==> src/rtl/nn_layer_sequencer_if.sv <==
// Bus bundle between the layer sequencer, its layer engines and the shared SDRAM master.
// Layers are started by holding layer_ready high and answer with layer_done; a layer must
// drop layer_done again before the next layer is started. The Avalon side follows standard
// semantics: a transfer completes on a cycle where waitrequest is low, and read data is
// valid on cycles where readdatavalid is high.
interface nn_layer_sequencer_if #(
  parameter int NUM_LAYERS = 3,
  parameter int ADDR_W     = 32,
  parameter int DATA_W     = 16
);
  logic [NUM_LAYERS-1:0]        layer_ready;
  logic [NUM_LAYERS-1:0]        layer_done;
  logic [NUM_LAYERS*ADDR_W-1:0] lyr_address;
  logic [NUM_LAYERS-1:0]        lyr_read_n;
  logic [NUM_LAYERS-1:0]        lyr_write_n;
  logic [NUM_LAYERS*DATA_W-1:0] lyr_writedata;
  logic [DATA_W-1:0]            lyr_readdata;
  logic [NUM_LAYERS-1:0]        lyr_waitrequest;
  logic [NUM_LAYERS-1:0]        lyr_readdatavalid;
  logic [ADDR_W-1:0]            m_address;
  logic                         m_read_n;
  logic                         m_write_n;
  logic [DATA_W-1:0]            m_writedata;
  logic [DATA_W-1:0]            m_readdata;
  logic                         m_waitrequest;
  logic                         m_readdatavalid;
  logic                         m_chipselect;
  logic [1:0]                   m_byteenable;

  modport master (
    output layer_ready, lyr_readdata, lyr_waitrequest, lyr_readdatavalid,
    output m_address, m_read_n, m_write_n, m_writedata, m_chipselect, m_byteenable,
    input  layer_done, lyr_address, lyr_read_n, lyr_write_n, lyr_writedata,
    input  m_readdata, m_waitrequest, m_readdatavalid
  );

  modport slave (
    input  layer_ready, lyr_readdata, lyr_waitrequest, lyr_readdatavalid,
    input  m_address, m_read_n, m_write_n, m_writedata, m_chipselect, m_byteenable,
    output layer_done, lyr_address, lyr_read_n, lyr_write_n, lyr_writedata,
    output m_readdata, m_waitrequest, m_readdatavalid
  );
endinterface

==> src/rtl/nn_layer_sequencer.sv <==
// Runs the layer engines one after another and grants the shared SDRAM master to the
// active layer only; reports busy/done/error, a busy-cycle counter and a hex status word.
module nn_layer_sequencer #(
  parameter int NUM_LAYERS = 3,
  parameter int ADDR_W     = 32,
  parameter int DATA_W     = 16,
  parameter int TIMEOUT    = 2_000_000
) (
  input  logic        clk,
  input  logic        reset,
  input  logic        start,
  input  logic        abort,
  output logic        busy,
  output logic        all_done,
  output logic        error,
  output logic [1:0]  cur_layer,
  output logic [31:0] cycle_count,
  output logic [31:0] toHexLed,
  nn_layer_sequencer_if.master bus
);

  localparam int WD_W = $clog2(TIMEOUT + 1);
  localparam logic [1:0] LAST_LAYER = 2'(NUM_LAYERS - 1);

  typedef enum logic [2:0] {
    S_IDLE    = 3'd0,
    S_RUN     = 3'd1,
    S_RELEASE = 3'd2,
    S_FINISH  = 3'd3,
    S_FAULT   = 3'd4
  } state_t;

  state_t                  state_q;
  logic [1:0]              cur_layer_q;
  logic [NUM_LAYERS-1:0]   layer_ready_q;
  logic                    error_q;
  logic [31:0]             cycle_count_q;
  logic [WD_W-1:0]         wdog_q;
  logic                    grant;

  always_ff @(posedge clk) begin
    if (reset) begin
      state_q       <= S_IDLE;
      cur_layer_q   <= '0;
      layer_ready_q <= '0;
      error_q       <= 1'b0;
      cycle_count_q <= '0;
      wdog_q        <= '0;
    end else begin
      // The edge that takes an abort leaves the counter untouched.
      if ((state_q == S_RUN || state_q == S_RELEASE) && !abort && cycle_count_q != '1)
        cycle_count_q <= cycle_count_q + 32'd1;
      case (state_q)
        S_IDLE: begin
          if (start) begin
            state_q       <= S_RUN;
            cur_layer_q   <= '0;
            cycle_count_q <= '0;
            error_q       <= 1'b0;
            wdog_q        <= '0;
            layer_ready_q <= NUM_LAYERS'(1);
          end
        end
        S_RUN: begin
          if (abort) begin
            state_q       <= S_IDLE;
            layer_ready_q <= '0;
          end else if (bus.layer_done[cur_layer_q]) begin
            state_q       <= S_RELEASE;
            layer_ready_q <= '0;
          end else if (wdog_q == WD_W'(TIMEOUT - 1)) begin
            state_q       <= S_FAULT;
            layer_ready_q <= '0;
            error_q       <= 1'b1;
          end else begin
            wdog_q <= wdog_q + WD_W'(1);
          end
        end
        S_RELEASE: begin
          if (abort) begin
            state_q <= S_IDLE;
          end else if (!bus.layer_done[cur_layer_q]) begin
            if (cur_layer_q == LAST_LAYER) begin
              state_q <= S_FINISH;
            end else begin
              state_q       <= S_RUN;
              cur_layer_q   <= cur_layer_q + 2'd1;
              wdog_q        <= '0;
              layer_ready_q <= NUM_LAYERS'(1) << (cur_layer_q + 2'd1);
            end
          end
        end
        S_FINISH: if (!start) state_q <= S_IDLE;
        S_FAULT:  if (!start) state_q <= S_IDLE;
        default:  state_q <= S_IDLE;
      endcase
    end
  end

  // Grant follows cur_layer, which only changes on the RELEASE->RUN edge.
  assign grant = (state_q == S_RUN) || (state_q == S_RELEASE);

  always_comb begin
    bus.m_address         = '0;
    bus.m_read_n          = 1'b1;
    bus.m_write_n         = 1'b1;
    bus.m_writedata       = '0;
    bus.lyr_waitrequest   = '1;
    bus.lyr_readdatavalid = '0;
    if (grant) begin
      bus.m_address   = bus.lyr_address[int'(cur_layer_q)*ADDR_W +: ADDR_W];
      bus.m_read_n    = bus.lyr_read_n[cur_layer_q];
      bus.m_write_n   = bus.lyr_write_n[cur_layer_q];
      bus.m_writedata = bus.lyr_writedata[int'(cur_layer_q)*DATA_W +: DATA_W];
      bus.lyr_waitrequest[cur_layer_q]   = bus.m_waitrequest;
      bus.lyr_readdatavalid[cur_layer_q] = bus.m_readdatavalid;
    end
  end

  assign bus.lyr_readdata = bus.m_readdata;
  assign bus.m_chipselect = 1'b1;
  assign bus.m_byteenable = 2'b11;
  assign bus.layer_ready  = layer_ready_q;

  assign busy        = grant;
  assign all_done    = (state_q == S_FINISH);
  assign error       = error_q;
  assign cur_layer   = cur_layer_q;
  assign cycle_count = cycle_count_q;
  assign toHexLed    = {23'h0, error_q, 4'(cur_layer_q), 4'(state_q)};

endmodule
==> src/flat_wrapper.sv <==
// flat-port wrapper written by rule: the top's interface ports become plain ports
module nn_layer_sequencer_flat 
#(
  parameter int NUM_LAYERS = 3,
  parameter int ADDR_W     = 32,
  parameter int DATA_W     = 16,
  parameter int TIMEOUT    = 2_000_000
)
  (clk, reset, start, abort, busy, all_done, error, cur_layer, cycle_count, toHexLed, bus_layer_ready, bus_lyr_readdata, bus_lyr_waitrequest, bus_lyr_readdatavalid, bus_m_address, bus_m_read_n, bus_m_write_n, bus_m_writedata, bus_m_chipselect, bus_m_byteenable, bus_layer_done, bus_lyr_address, bus_lyr_read_n, bus_lyr_write_n, bus_lyr_writedata, bus_m_readdata, bus_m_waitrequest, bus_m_readdatavalid);
  nn_layer_sequencer_if #(.NUM_LAYERS(NUM_LAYERS), .ADDR_W(ADDR_W), .DATA_W(DATA_W)) bus_i ();
  input  logic clk;
  input  logic reset;
  input  logic start;
  input  logic abort;
  output logic busy;
  output logic all_done;
  output logic error;
  output logic [1:0] cur_layer;
  output logic [31:0] cycle_count;
  output logic [31:0] toHexLed;
  output wire logic [$bits(bus_i.layer_ready)-1:0] bus_layer_ready;
  output wire logic [$bits(bus_i.lyr_readdata)-1:0] bus_lyr_readdata;
  output wire logic [$bits(bus_i.lyr_waitrequest)-1:0] bus_lyr_waitrequest;
  output wire logic [$bits(bus_i.lyr_readdatavalid)-1:0] bus_lyr_readdatavalid;
  output wire logic [$bits(bus_i.m_address)-1:0] bus_m_address;
  output wire logic [$bits(bus_i.m_read_n)-1:0] bus_m_read_n;
  output wire logic [$bits(bus_i.m_write_n)-1:0] bus_m_write_n;
  output wire logic [$bits(bus_i.m_writedata)-1:0] bus_m_writedata;
  output wire logic [$bits(bus_i.m_chipselect)-1:0] bus_m_chipselect;
  output wire logic [$bits(bus_i.m_byteenable)-1:0] bus_m_byteenable;
  input wire logic [$bits(bus_i.layer_done)-1:0] bus_layer_done;
  input wire logic [$bits(bus_i.lyr_address)-1:0] bus_lyr_address;
  input wire logic [$bits(bus_i.lyr_read_n)-1:0] bus_lyr_read_n;
  input wire logic [$bits(bus_i.lyr_write_n)-1:0] bus_lyr_write_n;
  input wire logic [$bits(bus_i.lyr_writedata)-1:0] bus_lyr_writedata;
  input wire logic [$bits(bus_i.m_readdata)-1:0] bus_m_readdata;
  input wire logic [$bits(bus_i.m_waitrequest)-1:0] bus_m_waitrequest;
  input wire logic [$bits(bus_i.m_readdatavalid)-1:0] bus_m_readdatavalid;
  assign bus_layer_ready = bus_i.layer_ready;
  assign bus_lyr_readdata = bus_i.lyr_readdata;
  assign bus_lyr_waitrequest = bus_i.lyr_waitrequest;
  assign bus_lyr_readdatavalid = bus_i.lyr_readdatavalid;
  assign bus_m_address = bus_i.m_address;
  assign bus_m_read_n = bus_i.m_read_n;
  assign bus_m_write_n = bus_i.m_write_n;
  assign bus_m_writedata = bus_i.m_writedata;
  assign bus_m_chipselect = bus_i.m_chipselect;
  assign bus_m_byteenable = bus_i.m_byteenable;
  assign bus_i.layer_done = bus_layer_done;
  assign bus_i.lyr_address = bus_lyr_address;
  assign bus_i.lyr_read_n = bus_lyr_read_n;
  assign bus_i.lyr_write_n = bus_lyr_write_n;
  assign bus_i.lyr_writedata = bus_lyr_writedata;
  assign bus_i.m_readdata = bus_m_readdata;
  assign bus_i.m_waitrequest = bus_m_waitrequest;
  assign bus_i.m_readdatavalid = bus_m_readdatavalid;
  nn_layer_sequencer #(.NUM_LAYERS(NUM_LAYERS), .ADDR_W(ADDR_W), .DATA_W(DATA_W), .TIMEOUT(TIMEOUT)) u_core (.clk(clk), .reset(reset), .start(start), .abort(abort), .busy(busy), .all_done(all_done), .error(error), .cur_layer(cur_layer), .cycle_count(cycle_count), .toHexLed(toHexLed), .bus(bus_i));
endmodule
==> config.mk <==
export PLATFORM = sky130hd
export DESIGN_NAME = nn_layer_sequencer_flat
export DESIGN_NICKNAME = d
export VERILOG_FILES = /design/src/rtl/nn_layer_sequencer_if.sv /design/src/rtl/nn_layer_sequencer.sv /design/src/flat_wrapper.sv
export SDC_FILE = /design/constraint.sdc
export NUM_CORES = 1
export LEC_CHECK = 0
export BUFFER_PORTS_ARGS = -buffer_cell sky130_fd_sc_hd__buf_2
export CAP_MARGIN = 15
export CORE_MARGIN = 2
export CORE_UTILIZATION = 28
export DETAILED_ROUTE_END_ITERATION = 10
export SLEW_MARGIN = 30
export SYNTH_ARGS = -nofsm -noshare
export SYNTH_HDL_FRONTEND = slang
export SYNTH_SLANG_ARGS = --single-unit
==> constraint.sdc <==
create_clock -name clk -period 3.7 [get_ports clk]
set_clock_uncertainty 0.2 [all_clocks]
set_input_delay 0.37 -clock clk [delete_from_list [all_inputs] [get_ports clk]]
set_output_delay 0.37 -clock clk [all_outputs]
set_load 0.02 [all_outputs]
==> impl_metrics.toml, run 1 <==
[status]
status = "finished clean"

[clock_network]
cts.sinks = 62
post_cts_resized = 0
ctsHtreeMaxLevel = 3
cts_buffers = 9
clk_latency_ps = 330
postCtsSetupRepairBufs = 0
holdBufCountCts = 0
cts_buffer_depth = 2
cts_tree = "built"
cts_root_buffer = "clkbuf_16"
clk_pin_slew_ps = 60

[logic_synthesis]
synthFlopType = "dfxtp_1"
syn_avg_cell_area_sq_um = 7.39
yosysSeqAreaShare_pct = 23.3
muxShareOfSynthArea_pct = 10.8
yosys.area.top_type_share_pct = 23.3
synth_edf_count = 0
synth_compound_area_share_pct = 21.4
yosys.cell_types.count = 77
synth_cells = 721
async_reset_ff_share_pct = 0
yosysTopAreaCell = "dfxtp_1"
synth_seq_cells = 62
syn_area_sq_um = 5330
synthSimpleGateAreaFrac_pct = 30.2
yosysWarnings = 0
synth-adder-area-share_pct = 1.41
synth_top_family_by_area = "simple AND/OR/NAND/NOR gates"
synth_area_leaders = "dfxtp_1 23%, mux2i_1 10%, nor2_1 8.1%"
synth_xor_area_share_pct = 0.634

[timing]
finalCritPeriodShare_pct = 78.9
relSlewSlack_pct = 47.2
tightest_slew_ps = 793
max_freq_mhz = 343
final-setup-viol-count = 0
fin_setup_tns_ps = 0
fin_crit_ps = 2920
slew_violations = 0
hold_viol_final = 0
rsz0062_at_grt = "false"

[pwr]
pwr-share-seq_pct = 35.0
ir_drop_mv = 0.247
switching_share_pct = 28.7
pwr-share-comb_pct = 20.1
powerDensity_nw_per_um2 = 282
switchingPower_uw = 555
finalPower_uw = 1930
p_clk_share_pct = 44.9
leakage_uw = 0.00311
p_int_uw = 1380

[worst_setup_path]
critPathRequiredTime_ps = 3130
cp-end-kind = "output port"
r2r_slack_ps = 1070
reg2reg_from = "u_core.cur_layer[0]"
worst-path-buf-inv = 2
start_kind = "flop"
worst-path-max-fanout = 50
crit_arrival_ps = 2350
r2r_cells = 7
crit_cells = 4
critPathMaxStageDelay_ps = 640
cpLargestDelayFamily = "buffers and inverters"
crit_chain = "buf_4, mux2_2, a221o_1, buf_2"
r2r-end = "u_core.wdog_q[7]"
slowest_stage = "buf_4"
worstSetupPathType = "reg -> out"

[cells_and_area]
drive_gt1_share_pct = 33.3
multi_input_area_sq_um = 3560
fillCellCount = 1941
fin_nets = 1117
syn2layout_area_growth_pct = 28.8
seq_area_sq_um = 1250

[die]
top_level_ports = 322
placeableCoreArea_sq_um = 18700
core.rowCount = 50
die_h_um = 142
start_util_pct = 28.5
dieArea_sq_um = 20100
chipWidth_um = 142

[detailed_routing]
wl_per_cell_um = 14.9
viasPerCell = 5.08
first_pass_iters = 4
drt_wl_total_mm = 17.6
antenna_left = 0
drc = 0
first_iter_violations = 324
dr_total_vias = 5970

[grt]
grt_pass1_wl_mm = 26.5
grt_pass1_vias = 5126
grt_antenna_before_repair = 1
grt_max_degree = 51
grt_use_total_pct = 16.3
grt_overflow = 0

[place]
port_buffers = 260
gp_congestion = 0.832
hpwl_mm = 13.8

[flow_run]
max-cap-violations = 0

[hold_path]
holdPathStages = 2
hold_class = "in -> reg"
worstHoldEndpoint = "u_core.bus.layer_ready[1]"
hp-start = "reset"
## cells in the mapped netlist, types with 9 or more instances
cell and n:
a21oi_1 72, and3_1 15, buf_2 9, buf_4 50, clkbuf_1 26, dfxtp_1 62, inv_1 13, mux2i_1 53
nand2_1 44, nand3_1 31, nand4_1 18, nor2_1 115, nor3_1 9, o211ai_1 10, o21ai_0 25, o31ai_1 10
or3_1 15, or4_1 15
## metrics by stage
step                setup slack (ps)  instance area (sq um)  hold slack, ps  utilization (%)  std cells
floorplan                        363                   5430             245                -        748
global placement                1120                   6540             261             35.0       1159
detailed placement              1070                   6540             265             35.0       1159
CTS                              770                   6850             176             36.6       1175
global route                     609                   6860             191             36.7       1175
finish                           781                   6860             178             36.7       1176
## worst max-delay path by stage
stage / from / endpoint / slack [ps]
4_1_cts: u_core.cur_layer[0] / bus_m_read_n / 770
6_report: u_core.cur_layer[0] / bus_m_read_n / 780
2_1_floorplan: u_core.cur_layer[0] / u_core.wdog_q[7] / 360
3_3_place_gp: u_core.cur_layer[0] / u_core.wdog_q[7] / 1120
5_1_grt: u_core.state_q[1] / bus_m_read_n / 610
3_5_place_dp: u_core.cur_layer[0] / u_core.wdog_q[7] / 1070
## per-layer routing
| layer | vias up | global-route usage (%) | routed length (um) |
|---|---|---|---|
| met5 | - | 0 | 13 |
| met1 | 2730 | 21.7 | 7660 |
| met2 | 215 | 26.6 | 8400 |
| li1 | 3001 | - | - |
| met3 | 22 | 2.94 | 1110 |
| met4 | 2 | 5.58 | 372 |
## kinds of logic (layout without fill, tap and decap cells)
group,count (synthesis),in the layout
flip-flops,62,62
buffers and inverters,107,300
other,2,30
AO/OA/AOI/OAI,176,176
adder cells (fa/ha/maj),6,6
multiplexers,57,57
AND/OR/NAND/NOR,308,308
XOR/XNOR,3,3
## power by group through the flow
stage / logic, uW / clock network, uW / registers (uW)
after detailed placement: 392 / 0 / 690
after floorplan: 276 / 0 / 692
after CTS: 392 / 885 / 676
final: 389 / 866 / 676
after global placement: 391 / 0 / 690
after global routing: 427 / 912 / 676
## layout make-up
cell class | count | share of cell area (%)
inverters | 13 | 0.711
multi-input cells | 579 | 51.9
well taps | 234 | 4.27
flip-flops and latches | 62 | 18.2
clock inverters | 5 | 0.839
clock buffers | 11 | 3.68
diodes | 1 | 0.0365
repair buffers | 271 | 20.4
## cell usage in the layout (no fill, tap or decap), drive strengths merged, types with 4 or more instances in the layout
cell type,n
nand2,44
clkbuf,11
buf,271
ha,6
o211ai,10
a21oi,73
dfxtp,62
a211o,5
nor4,7
a221o,5
nand3,31
nand4,18
mux2i,53
nand2b,7
o21a,4
or3,15
o311ai,4
inv,13
conb,29
o31ai,10
nor3,9
a21o,8
o21ai,25
and4,7
or4,15
and3,18
nor2,115
mux2,4
## state kept, by name, indices dropped and copies added, names as in the netlist
name	cells
u_core.cycle_count	32
u_core.wdog_q	21
u_core.bus.layer_ready	3
u_core.state_q	3
u_core.cur_layer	2
u_core.error	1
No activity file was read; power rests on OpenSTA's default activity.
==> run 2, diff against run 1 <==
==> constraint.sdc (replaced) <==
create_clock -name clk -period 2.77 [get_ports clk]
set_clock_uncertainty 0.2 [all_clocks]
set_input_delay 0.277 -clock clk [delete_from_list [all_inputs] [get_ports clk]]
set_output_delay 0.277 -clock clk [all_outputs]
set_load 0.02 [all_outputs]
==> run 2 against run 1 <==
Setup slack worse by 570 ps. Core utilization is 0.38 points higher. Sequential share of layout area is 0.15 points lower. Global-route usage is 0.55 points higher. First-iteration DRC count is 19% higher.
==> impl_metrics.toml, run 2 (synthesized netlist as in run 1, its figures left out) <==
[grt]
grt_max_degree = 57
grt_pass1_wl_mm = 27.2
grt_pass1_vias = 5296
grt_use_total_pct = 16.9
grt_antenna_before_repair = 1
grt_overflow = 0

[timing]
hold_ws_ps = 106
max_freq_mhz = 391
tightest_slew_ps = 558
relSlewSlack_pct = 62.4
hold_viol_final = 0
final-setup-viol-count = 0
fin_setup_tns_ps = 0
finalCritPeriodShare_pct = 92.3
slew_violations = 0
rsz0062_at_grt = "false"
fin_crit_ps = 2560

[cells_and_area]
fillCellCount = 1965
fin_nets = 1132
final_cell_mix = "260 x buf_2, 114 x nor2_1, 72 x a21oi_1"
drive_gt1_share_pct = 34.4
syn2layout_area_growth_pct = 30.2
multi_input_area_sq_um = 3560
largest_reg_flops = 32
final_common_cell = "buf_2"
seq_area_sq_um = 1250

[place]
port_buffers = 260
gp_congestion = 0.790
hpwl_mm = 14.3

[detailed_routing]
antenna_left = 0
first_pass_iters = 4
dr_total_vias = 6006
wl_per_cell_um = 15.1
first_iter_violations = 386
viasPerCell = 5.04
drt_wl_total_mm = 17.9
drc = 0

[clock_network]
clk_latency_ps = 330
cts_root_buffer = "clkbuf_16"
cts.sinks = 62
cts_tree = "built"
cts_buffer_depth = 2
cts_buffers = 9
ctsHtreeMaxLevel = 3
postCtsSetupRepairBufs = 0
clk_pin_slew_ps = 50

[die]
dieArea_sq_um = 20100
die_h_um = 142
placeableCoreArea_sq_um = 18700
chipWidth_um = 142
core.rowCount = 50
start_util_pct = 28.5
top_level_ports = 322

[pwr]
p_clk_share_pct = 42.8
powerDensity_nw_per_um2 = 363
switchingPower_uw = 740
p_int_uw = 1780
pwr-share-seq_pct = 36.0
ir_drop_mv = 0.228
pwr-share-comb_pct = 21.2
leakage_uw = 0.00319
switching_share_pct = 29.4

[worst_setup_path]
cp-end-kind = "output port"
crit_arrival_ps = 2080
worst-path-max-fanout = 35
critPathRequiredTime_ps = 2290
start_kind = "flop"
worstSetupPathType = "reg -> out"

[flow_run]
max-cap-violations = 0

[hold_path]
hold_class = "in -> reg"

[status]
status = "finished clean"
==> run 2: critical path, stage by stage (launching register included) <==
cell	delay, ps
dfxtp_4	370
buf_4	470
mux2i_1	360
nor2_1	70
a21oi_1	210
nor2_1	70
buf_2	180
==> run 2: metal layers <==
| metal | vias up | global-route usage (%) | part of all wire (%) |
|---|---|---|---|
| met2 | 200 | 28.9 | 49 |
| met1 | 2770 | 21.8 | 44 |
| met4 | 0 | 5.42 | 1.5 |
| met3 | 16 | 2.33 | 5.1 |
| met5 | - | 0 | 0 |
| li1 | 3020 | - | - |
==> run 2: layout make-up <==
| class | instances | area share, % |
|---|---|---|
| Multi-Input combinational cell | 579 | 51.3 |
| Timing Repair Buffer | 286 | 21.6 |
| Antenna cell | 1 | 0.0361 |
| Clock inverter | 4 | 0.289 |
| Sequential cell | 62 | 18.0 |
| Inverter | 13 | 0.704 |
| Tap cell | 234 | 4.22 |
| Clock buffer | 12 | 3.84 |
==> run 2: final timing paths <==
| check | from | endpoint | slack (ps) | depth (start not counted) |
|---|---|---|---|---|
| max | u_core.cur_layer[0] | bus_m_address[31] | 210 | 6 |
| min | reset | u_core.cur_layer[1] | 110 | 2 |
| max reg2reg | u_core.wdog_q[0] | u_core.wdog_q[19] | 310 | 6 |
| min reg2reg | u_core.wdog_q[5] | u_core.wdog_q[5] | 290 | 1 |
==> run 2: timing repair <==
action                     in CTS  in global routing
setup endpoints to repair       0                  4
gates resized for setup         0                  2
hold endpoints to repair        0                  0
hold buffers                    0                  0
==> run 2: per-stage QoR <==
stage / power, uW / worst slack, ps / utilization, % / std cells / cell area, sq um
after floorplan: 1290 / 10.8 / - / 748 / 5440
after global placement: 1460 / 363 / 35.5 / 1174 / 6640
after detailed placement: 1460 / 355 / 35.5 / 1174 / 6640
after CTS: 2550 / 81.1 / 37.0 / 1190 / 6930
after global routing: 2640 / 43.9 / 37.1 / 1191 / 6930
final: 2520 / 212 / 37.1 / 1191 / 6930
==> run 2: power by group through the flow <==
| stage | Clock (uW) | Sequential (uW) | Combinational (uW) |
|---|---|---|---|
| 5_1_grt | 1150 | 907 | 582 |
| 6_report | 1080 | 907 | 533 |
| 3_5_place_dp | 0 | 925 | 536 |
| 2_1_floorplan | 0 | 924 | 369 |
| 3_3_place_gp | 0 | 925 | 532 |
| 4_1_cts | 1100 | 906 | 537 |
